**src/rtl/cordic_arbiter_if.sv**
```systemverilog
// Request, response and core-side signals of the cordic arbiter.
// The master modport is the arbiter's view; slave is the environment's view.
interface cordic_arbiter_if #(
  parameter int NREQ = 4,
  parameter int W    = 16
);
  logic [NREQ-1:0]   req_valid;
  logic [NREQ-1:0]   req_ready;
  logic [NREQ*W-1:0] req_z;
  logic              rsp_valid;
  logic [NREQ-1:0]   rsp_id;
  logic [W-1:0]      rsp_x;
  logic [W-1:0]      rsp_y;
  logic              rsp_err;
  logic              cor_en;
  logic [W-1:0]      cor_z;
  logic              cor_done;
  logic [W-1:0]      cor_x;
  logic [W-1:0]      cor_y;

  modport master (
    input  req_valid, req_z, cor_done, cor_x, cor_y,
    output req_ready, rsp_valid, rsp_id, rsp_x, rsp_y, rsp_err, cor_en, cor_z
  );

  modport slave (
    output req_valid, req_z, cor_done, cor_x, cor_y,
    input  req_ready, rsp_valid, rsp_id, rsp_x, rsp_y, rsp_err, cor_en, cor_z
  );
endinterface

```
**src/rtl/cordic_arbiter.sv**
```systemverilog
// Round-robin sharing of one cordic core between NREQ requesters.
// Optional WAIT timeout is enabled by defining CORDIC_ARB_TIMEOUT_EN.
module cordic_arbiter #(
  parameter int NREQ    = 4,
  parameter int W       = 16,
  parameter int TIMEOUT = 63
) (
  input  logic              clk,
  input  logic              rst,
  cordic_arbiter_if.master  bus
);
  localparam int PW = $clog2(NREQ);

  typedef enum logic [1:0] {
    IDLE  = 2'd0,
    ISSUE = 2'd1,
    WAIT  = 2'd2,
    RESP  = 2'd3
  } state_t;

  if (NREQ < 2 || NREQ > 8 || TIMEOUT < 1) begin : g_bad_param
    $error("cordic_arbiter: unsupported parameter set");
  end

  state_t            state_r;
  state_t            next_s;
  logic [PW-1:0]     rr_r;
  logic [PW-1:0]     winner_s;
  logic [PW-1:0]     scan_s [NREQ];
  logic              found_s;
  logic [NREQ-1:0]   onehot_s;
  logic [NREQ-1:0]   ready_s;
  logic [NREQ-1:0]   id_r;
  logic [NREQ-1:0]   rsp_id_r;
  logic [W-1:0]      cor_z_r;
  logic [W-1:0]      rsp_x_r;
  logic [W-1:0]      rsp_y_r;
  logic              cor_en_r;
  logic              rsp_valid_r;
  logic              done_q_r;
  logic              done_edge_s;
  logic              timeout_s;
  logic              accept_s;
  logic              capture_s;
  logic              expire_s;

  // Only a fresh rising edge of done counts, so a level left high from the previous op is ignored
  assign done_edge_s = bus.cor_done & ~done_q_r;

  // First valid requester at or after the rr pointer, wrapping
  always_comb begin
    found_s  = 1'b0;
    winner_s = '0;
    for (int i = 0; i < NREQ; i++) begin
      scan_s[i] = PW'((int'(rr_r) + i) % NREQ);
      winner_s  = (!found_s && bus.req_valid[scan_s[i]]) ? scan_s[i] : winner_s;
      found_s   = found_s | bus.req_valid[scan_s[i]];
    end
    onehot_s = {{(NREQ-1){1'b0}}, 1'b1} << winner_s;
  end

  // State register
  always_ff @(posedge clk or posedge rst) begin
    if (rst) begin
      state_r <= IDLE;
    end else begin
      state_r <= next_s;
    end
  end

  // Next-state decode and per-state strobes
  always_comb begin
    next_s    = state_r;
    ready_s   = '0;
    accept_s  = 1'b0;
    capture_s = 1'b0;
    expire_s  = 1'b0;
    case (state_r)
      IDLE: begin
        if (found_s && !rst) begin
          ready_s  = onehot_s;
          accept_s = 1'b1;
          next_s   = ISSUE;
        end else begin
          next_s = IDLE;
        end
      end
      ISSUE: next_s = WAIT;
      WAIT: begin
        if (done_edge_s) begin
          capture_s = 1'b1;
          next_s    = RESP;
        end else if (timeout_s) begin
          expire_s = 1'b1;
          next_s   = RESP;
        end else begin
          next_s = WAIT;
        end
      end
      RESP:    next_s = IDLE;
      default: next_s = IDLE;
    endcase
  end

  // Grant capture: angle, owner and the rotated priority pointer
  always_ff @(posedge clk or posedge rst) begin
    if (rst) begin
      cor_z_r <= '0;
      id_r    <= '0;
      rr_r    <= '0;
    end else if (accept_s) begin
      cor_z_r <= bus.req_z[int'(winner_s)*W +: W];
      id_r    <= onehot_s;
      rr_r    <= (winner_s == PW'(NREQ-1)) ? '0 : winner_s + 1'b1;
    end else begin
      cor_z_r <= cor_z_r;
      id_r    <= id_r;
      rr_r    <= rr_r;
    end
  end

  // Strobes are registered so they coincide exactly with the ISSUE and RESP states
  always_ff @(posedge clk or posedge rst) begin
    if (rst) begin
      cor_en_r    <= 1'b0;
      rsp_valid_r <= 1'b0;
      done_q_r    <= 1'b0;
    end else begin
      cor_en_r    <= (next_s == ISSUE);
      rsp_valid_r <= (next_s == RESP);
      done_q_r    <= bus.cor_done;
    end
  end

  // Response payload, held until the next response
  always_ff @(posedge clk or posedge rst) begin
    if (rst) begin
      rsp_x_r  <= '0;
      rsp_y_r  <= '0;
      rsp_id_r <= '0;
    end else if (capture_s) begin
      rsp_x_r  <= bus.cor_x;
      rsp_y_r  <= bus.cor_y;
      rsp_id_r <= id_r;
    end else if (expire_s) begin
      rsp_x_r  <= '0;
      rsp_y_r  <= '0;
      rsp_id_r <= id_r;
    end else begin
      rsp_x_r  <= rsp_x_r;
      rsp_y_r  <= rsp_y_r;
      rsp_id_r <= rsp_id_r;
    end
  end

`ifdef CORDIC_ARB_TIMEOUT_EN
  localparam int CW = $clog2(TIMEOUT + 1);

  logic [CW-1:0] tmo_cnt_r;
  logic          rsp_err_r;

  // The count equals the number of WAIT cycles already spent
  assign timeout_s = (tmo_cnt_r == CW'(TIMEOUT - 1));

  // WAIT cycle counter, cleared while issuing
  always_ff @(posedge clk or posedge rst) begin
    if (rst) begin
      tmo_cnt_r <= '0;
    end else if (state_r == ISSUE) begin
      tmo_cnt_r <= '0;
    end else if (state_r == WAIT) begin
      tmo_cnt_r <= tmo_cnt_r + 1'b1;
    end else begin
      tmo_cnt_r <= tmo_cnt_r;
    end
  end

  // Error flag travels with the response payload
  always_ff @(posedge clk or posedge rst) begin
    if (rst) begin
      rsp_err_r <= 1'b0;
    end else if (capture_s) begin
      rsp_err_r <= 1'b0;
    end else if (expire_s) begin
      rsp_err_r <= 1'b1;
    end else begin
      rsp_err_r <= rsp_err_r;
    end
  end

  assign bus.rsp_err = rsp_err_r;
`else
  assign timeout_s   = 1'b0;
  assign bus.rsp_err = 1'b0;
`endif

  assign bus.req_ready = ready_s;
  assign bus.cor_en    = cor_en_r;
  assign bus.cor_z     = cor_z_r;
  assign bus.rsp_valid = rsp_valid_r;
  assign bus.rsp_id    = rsp_id_r;
  assign bus.rsp_x     = rsp_x_r;
  assign bus.rsp_y     = rsp_y_r;
endmodule

```
**src/flat_wrapper.sv**
```systemverilog
// flat-port wrapper written by rule: the top's interface ports become plain ports
module cordic_arbiter_flat 
#(
  parameter int NREQ    = 4,
  parameter int W       = 16,
  parameter int TIMEOUT = 63
)
  (clk, rst, bus_req_valid, bus_req_z, bus_cor_done, bus_cor_x, bus_cor_y, bus_req_ready, bus_rsp_valid, bus_rsp_id, bus_rsp_x, bus_rsp_y, bus_rsp_err, bus_cor_en, bus_cor_z);
  cordic_arbiter_if #(.NREQ(NREQ), .W(W)) bus_i ();
  input  logic clk;
  input  logic rst;
  input wire logic [$bits(bus_i.req_valid)-1:0] bus_req_valid;
  input wire logic [$bits(bus_i.req_z)-1:0] bus_req_z;
  input wire logic [$bits(bus_i.cor_done)-1:0] bus_cor_done;
  input wire logic [$bits(bus_i.cor_x)-1:0] bus_cor_x;
  input wire logic [$bits(bus_i.cor_y)-1:0] bus_cor_y;
  output wire logic [$bits(bus_i.req_ready)-1:0] bus_req_ready;
  output wire logic [$bits(bus_i.rsp_valid)-1:0] bus_rsp_valid;
  output wire logic [$bits(bus_i.rsp_id)-1:0] bus_rsp_id;
  output wire logic [$bits(bus_i.rsp_x)-1:0] bus_rsp_x;
  output wire logic [$bits(bus_i.rsp_y)-1:0] bus_rsp_y;
  output wire logic [$bits(bus_i.rsp_err)-1:0] bus_rsp_err;
  output wire logic [$bits(bus_i.cor_en)-1:0] bus_cor_en;
  output wire logic [$bits(bus_i.cor_z)-1:0] bus_cor_z;
  assign bus_i.req_valid = bus_req_valid;
  assign bus_i.req_z = bus_req_z;
  assign bus_i.cor_done = bus_cor_done;
  assign bus_i.cor_x = bus_cor_x;
  assign bus_i.cor_y = bus_cor_y;
  assign bus_req_ready = bus_i.req_ready;
  assign bus_rsp_valid = bus_i.rsp_valid;
  assign bus_rsp_id = bus_i.rsp_id;
  assign bus_rsp_x = bus_i.rsp_x;
  assign bus_rsp_y = bus_i.rsp_y;
  assign bus_rsp_err = bus_i.rsp_err;
  assign bus_cor_en = bus_i.cor_en;
  assign bus_cor_z = bus_i.cor_z;
  cordic_arbiter #(.NREQ(NREQ), .W(W), .TIMEOUT(TIMEOUT)) u_core (.clk(clk), .rst(rst), .bus(bus_i));
endmodule
```
**config.mk**
```make
export PLATFORM = sky130hd
export DESIGN_NAME = cordic_arbiter_flat
export DESIGN_NICKNAME = d
export VERILOG_FILES = /design/src/rtl/cordic_arbiter_if.sv /design/src/rtl/cordic_arbiter.sv /design/src/flat_wrapper.sv
export SDC_FILE = /design/constraint.sdc
export NUM_CORES = 1
export LEC_CHECK = 0
export BUFFER_PORTS_ARGS = -buffer_cell sky130_fd_sc_hd__buf_4
export CORE_ASPECT_RATIO = 0.9
export CORE_UTILIZATION = 48
export CTS_CLUSTER_DIAMETER = 120
export DETAILED_ROUTE_END_ITERATION = 10
export GPL_TIMING_DRIVEN = 0
export PLACE_DENSITY_LB_ADDON = 0.3
export SETUP_SLACK_MARGIN = 0.1
export SYNTH_ARGS = -nofsm -noshare
export SYNTH_HDL_FRONTEND = slang
export SYNTH_SLANG_ARGS = --single-unit
```
**constraint.sdc**
```tcl
create_clock -name clk -period 8 [get_ports clk]
set_input_delay 0.8 -clock clk [delete_from_list [all_inputs] [get_ports clk]]
set_output_delay 0.8 -clock clk [all_outputs]
set_load 0.05 [all_outputs]
```
Word level (Yosys, flattened, before mapping)
Cells that the tools add are included.
W data, S select, Z words.
{"block": "word_totals", "elab_cells": 65, "output_inout_bits": 59, "in_bits": 103, "register_bits": 63}
{"block": "classes", "reduce_logical": 9, "shifts": 2, "muxes": 25, "eq_ne": 6, "n_bitwise": 5, "order_cmp": 4, "addsub": 4}
{"operator": "$shiftx A64 B7 Y16", "count": 1}
{"operator": "$mux W16", "count": 2}
{"operator": "$lt A2 B3 Y1 const B", "count": 4}
{"operator": "$mux W4", "count": 3}
{"operator": "$mux W1", "count": 10}
{"operator": "$mux W2", "count": 5}
{"operator": "$bmux W1 S2", "count": 4}
{"operator": "$eq A2 B2 Y1 const B", "count": 4}
{"operator": "$pmux W2 S4", "count": 1}
{"operator": "$add A2 B1 Y2 const B", "count": 2}
{"operator": "$add A2 B2 Y2 const B", "count": 2}
{"operator": "$eq A2 B1 Y1 const B", "count": 2}
{"operator": "$logic_and A1 B1 Y1", "count": 4}
{"operator": "$logic_not A1 Y1", "count": 4}
{"operator": "$shl A1 B2 Y4 const A", "count": 1}
{"operator": "$or A1 B1 Y1", "count": 3}
{"operator": "$logic_not A2 Y1", "count": 1}
{"operator": "$and A1 B1 Y1", "count": 1}
{"operator": "$not A1 Y1", "count": 1}

Longest topological paths before layout
{"block": "logic_depth", "ltp_word": 11, "depth_mapped": 8, "ltp_nobuf": 7}

Least setup slack after synthesis
OpenSTA, ideal clock, no wires.
{"block": "synth_path", "path_kind": "input-to-output", "startpoint": "input port rst", "endpoint": "output port bus_req_ready[0]", "arrival_time_ns": 3.678, "stages": 6, "setup_slack_ns": 3.522, "path_buffers": 3, "t_required_ns": 7.200, "path_cell_list": "inv_1 o311ai_2 buf_4 buf_6 buf_6 nor2_1"}
{"block": "synth_between", "elab_chain_cells": 4}
{"item": "from (decl)", "line": "flat_wrapper.sv:11", "source": "input logic rst;"}
{"item": "$logic_not A1 Y1 (no line)"}
{"item": "$logic_and A1 B1 Y1", "line": "cordic_arbiter.sv:80", "source": "if (found_s && !rst) begin"}
{"item": "$mux W4", "line": "cordic_arbiter.sv:80"}
{"item": "$mux W4", "line": "cordic_arbiter.sv:78", "source": "case (state_r)"}
{"item": "to (decl)", "line": "flat_wrapper.sv:17", "source": "output wire logic [$bits(bus_i.req_ready)-1:0] bus_req_ready;"}
No other way between the ends.

Final worst setup path
{"block": "layout_path", "startpoint": "input port rst", "endpoint": "output port bus_req_ready[1]"}
Same word-level chain as after synthesis.

==> impl_metrics.toml <==
[layout]
layoutNonFillerInstCount = 482
drive_above_1_share_pct = 57.3
diodes = 0
fin_area_sq_um = 4510
fill_cells = 400
area_growth_syn_to_layout_pct = 50.7
most-common-layout-cells = "buf_4 (165), dfrtp_1 (63), mux2_2 (36), mux2i_1 (21), and2_1 (13)"
final_nets = 513
seqCellArea_sq_um = 1580
mostFrequentLayoutCell = "buf_4"
multi_input_area_sq_um = 1280

[placed_design]
place_congestion = 0.801
hpwl_um = 6090
dpl_cell_area_sq_um = 4300
post-place-ws_ns = 4.63
port_buffers = 160
dp_cells = 466

[detailed_routing]
drt-initial-drc-count = 94
firstDrtPassIters = 4
wl_met3_um = 619
wl_per_cell_um = 16.4
top_layer_used = "met4"
drc = 0
ant_nets = 0
wl_met2_um = 4090
wl_um = 7900
vias = 2585
wl_met1_um = 3010
avgViaCountPerCell = 5.36

[timing]
rsz0062_at_grt = "false"
period_share_pct = 41.2
period_needed_ns = 3.30
hold_violations = 0
fin_tns_setup_ns = 0
hold_ws_ns = 0.481
fmax_mhz = 303
max_slew_margin_pct = 54.7
worst-slew-pin-transition_ns = 0.679
drv_slew = 0
finalSetupViolations = 0
fin_skew_ns = 0.00729
setup_slack_ns = 4.70

[floorplanning]
fp.dieW_um = 85.2
coreArea_sq_um = 5860
row_count = 26
start_util_pct = 51.1
pin_count = 162
die_h_um = 76.9
die-area_sq_um = 6550

[synth]
synth_top_area_cell = "dfrtp_1"
ys_seq_area_share_pct = 52.7
synth_area_sq_um = 2990
synth_cell_types = 34
yosys_warnings = 0
synth_nets = 341
syn_avg_cell_area_sq_um = 12.7
yosysTopAreaCellShare_pct = 52.7
synthCells = 235
ys_ff_latch = 63
synthTopCellsByArea = "dfrtp_1 (53%), mux2_2 (14%), mux2i_1 (7.0%)"

[grt]
grt_max_degree = 36
grt_pass1_wl_um = 12600
antenna_found_initial = 0
grt_overflow = 0
grt_pass1_vias = 2629
grt_usage_pct = 25.1

[critical_path]
crit_arrival_ns = 2.50
cp_data_required_time_ns = 7.20
critPathKind = "in -> out"
worstReg2RegEnd = "u_core.bus.rsp_x[11]$_DFFE_PP0P_"
crit_fanout = 31
start_kind = "primary input"
regToRegSetupSlack_ns = 6.14
worst-r2r-cell-count = 6
rr_startpoint = "u_core.state_r[0]$_DFF_PP0_"
endpoint_kind = "primary output"

[power_and_ir_drop]
power.density_nw_per_um2 = 444
peakVddDrop_mv = 0.321
power_leakage_nw = 2.25

[min_path]
min_path_type = "reg -> reg"
worstHoldEndpoint = "u_core.id_r[1]$_DFFE_PP0P_"
min-delay-start = "u_core.id_r[1]$_DFFE_PP0P_"
holdPathStages = 1

[clocking]
path_clk_slew_ns = 0.07
cts_root_buffer = "clkbuf_8"
cts_hold_buffers = 0
cts_tree = "built"
cts.sinks = 63
clock_latency_ns = 0.34
cts_buffers = 9
ctsResizeCount = 0
cts_buffer_depth = 2
htree_levels = 3
post-cts-setup-buffers = 0

[run]
maxCapViolCount = 0

[status]
run_status = "completed"
==> layer usage <==
layer / track usage (%) / vias to the layer above
met5: 0 / -
li1: - / 1211
met1: 29.4 / 1224
met2: 42.5 / 132
met4: 8.64 / 0
met3: 8.93 / 18
==> worst max-delay path by stage <==
stage | from | to
2_1_floorplan | rst | bus_req_ready[0]
3_3_place_gp | rst | bus_req_ready[0]
3_5_place_dp | rst | bus_req_ready[1]
4_1_cts | rst | bus_req_ready[1]
5_1_grt | rst | bus_req_ready[1]
6_report | rst | bus_req_ready[1]
==> flip-flops by register name, summed over array words and instances, names as in the netlist <==
register and cells:
u_core.bus.rsp_x 16, u_core.done_q_r 1, u_core.id_r 4, u_core.bus.cor_z 16, u_core.bus.rsp_y 16, u_core.rr_r 2
u_core.state_r 2, u_core.bus.cor_en 1, u_core.bus.rsp_valid 1, u_core.bus.rsp_id 4
==> synth_stat cells, drive strengths merged <==
cell type	count
o311a	1
nand3b	1
nand3	12
dfrtp	63
o211ai	11
and2	13
nand2	10
nor2b	2
o221ai	5
o311ai	1
buf	17
o21ai	4
mux2	36
nand2b	2
inv	5
o32ai	1
and2b	1
a21o	4
conb	1
mux2i	21
nor4b	1
nor2	2
or2	1
nor3	2
a21oi	4
ha	3
a41oi	11
==> through the flow <==
step	utilization (%)	power, mW
2_1_floorplan	-	1.36
3_3_place_gp	73.1	1.69
3_5_place_dp	73.4	1.73
4_1_cts	76.9	2.02
5_1_grt	76.9	2.10
6_report	76.9	2.00
==> cell families after synthesis <==
logic type	Yosys count	synth area share [%]
other cells	1	0.125
fa+ha+maj	3	1.26
simple gates	47	9.21
compound gates	42	11.7
buf+inv	22	4.39
flops	63	52.7
mux	57	20.6
==> layout make-up <==
| cell class | instances | share of cell area, % |
|---|---|---|
| flip-flops and latches | 63 | 35.0 |
| plain buffers | 17 | 2.50 |
| clock inverters | 6 | 1.53 |
| clock buffers | 10 | 3.05 |
| repair buffers | 161 | 27.1 |
| inverters | 5 | 0.417 |
| multi-input cells | 150 | 28.5 |
| well taps | 70 | 1.94 |
==> worst max-delay path, stage by stage <==
cell and delay [ns]:
buf_4 0.11, inv_2 0.49, o311ai_2 0.25, buf_4 0.23, buf_6 0.15, nor3_2 0.22, buf_4 0.24
==> power by group <==
| group | switching [mW] | internal (mW) | leakage (nW) |
|---|---|---|---|
| clock | 0.131 | 0.153 | 0.0912 |
| combinational | 0.756 | 0.412 | 1.39 |
| sequential | 0.0796 | 0.470 | 0.771 |
Note: power is estimated with default switching activity, not from simulation.
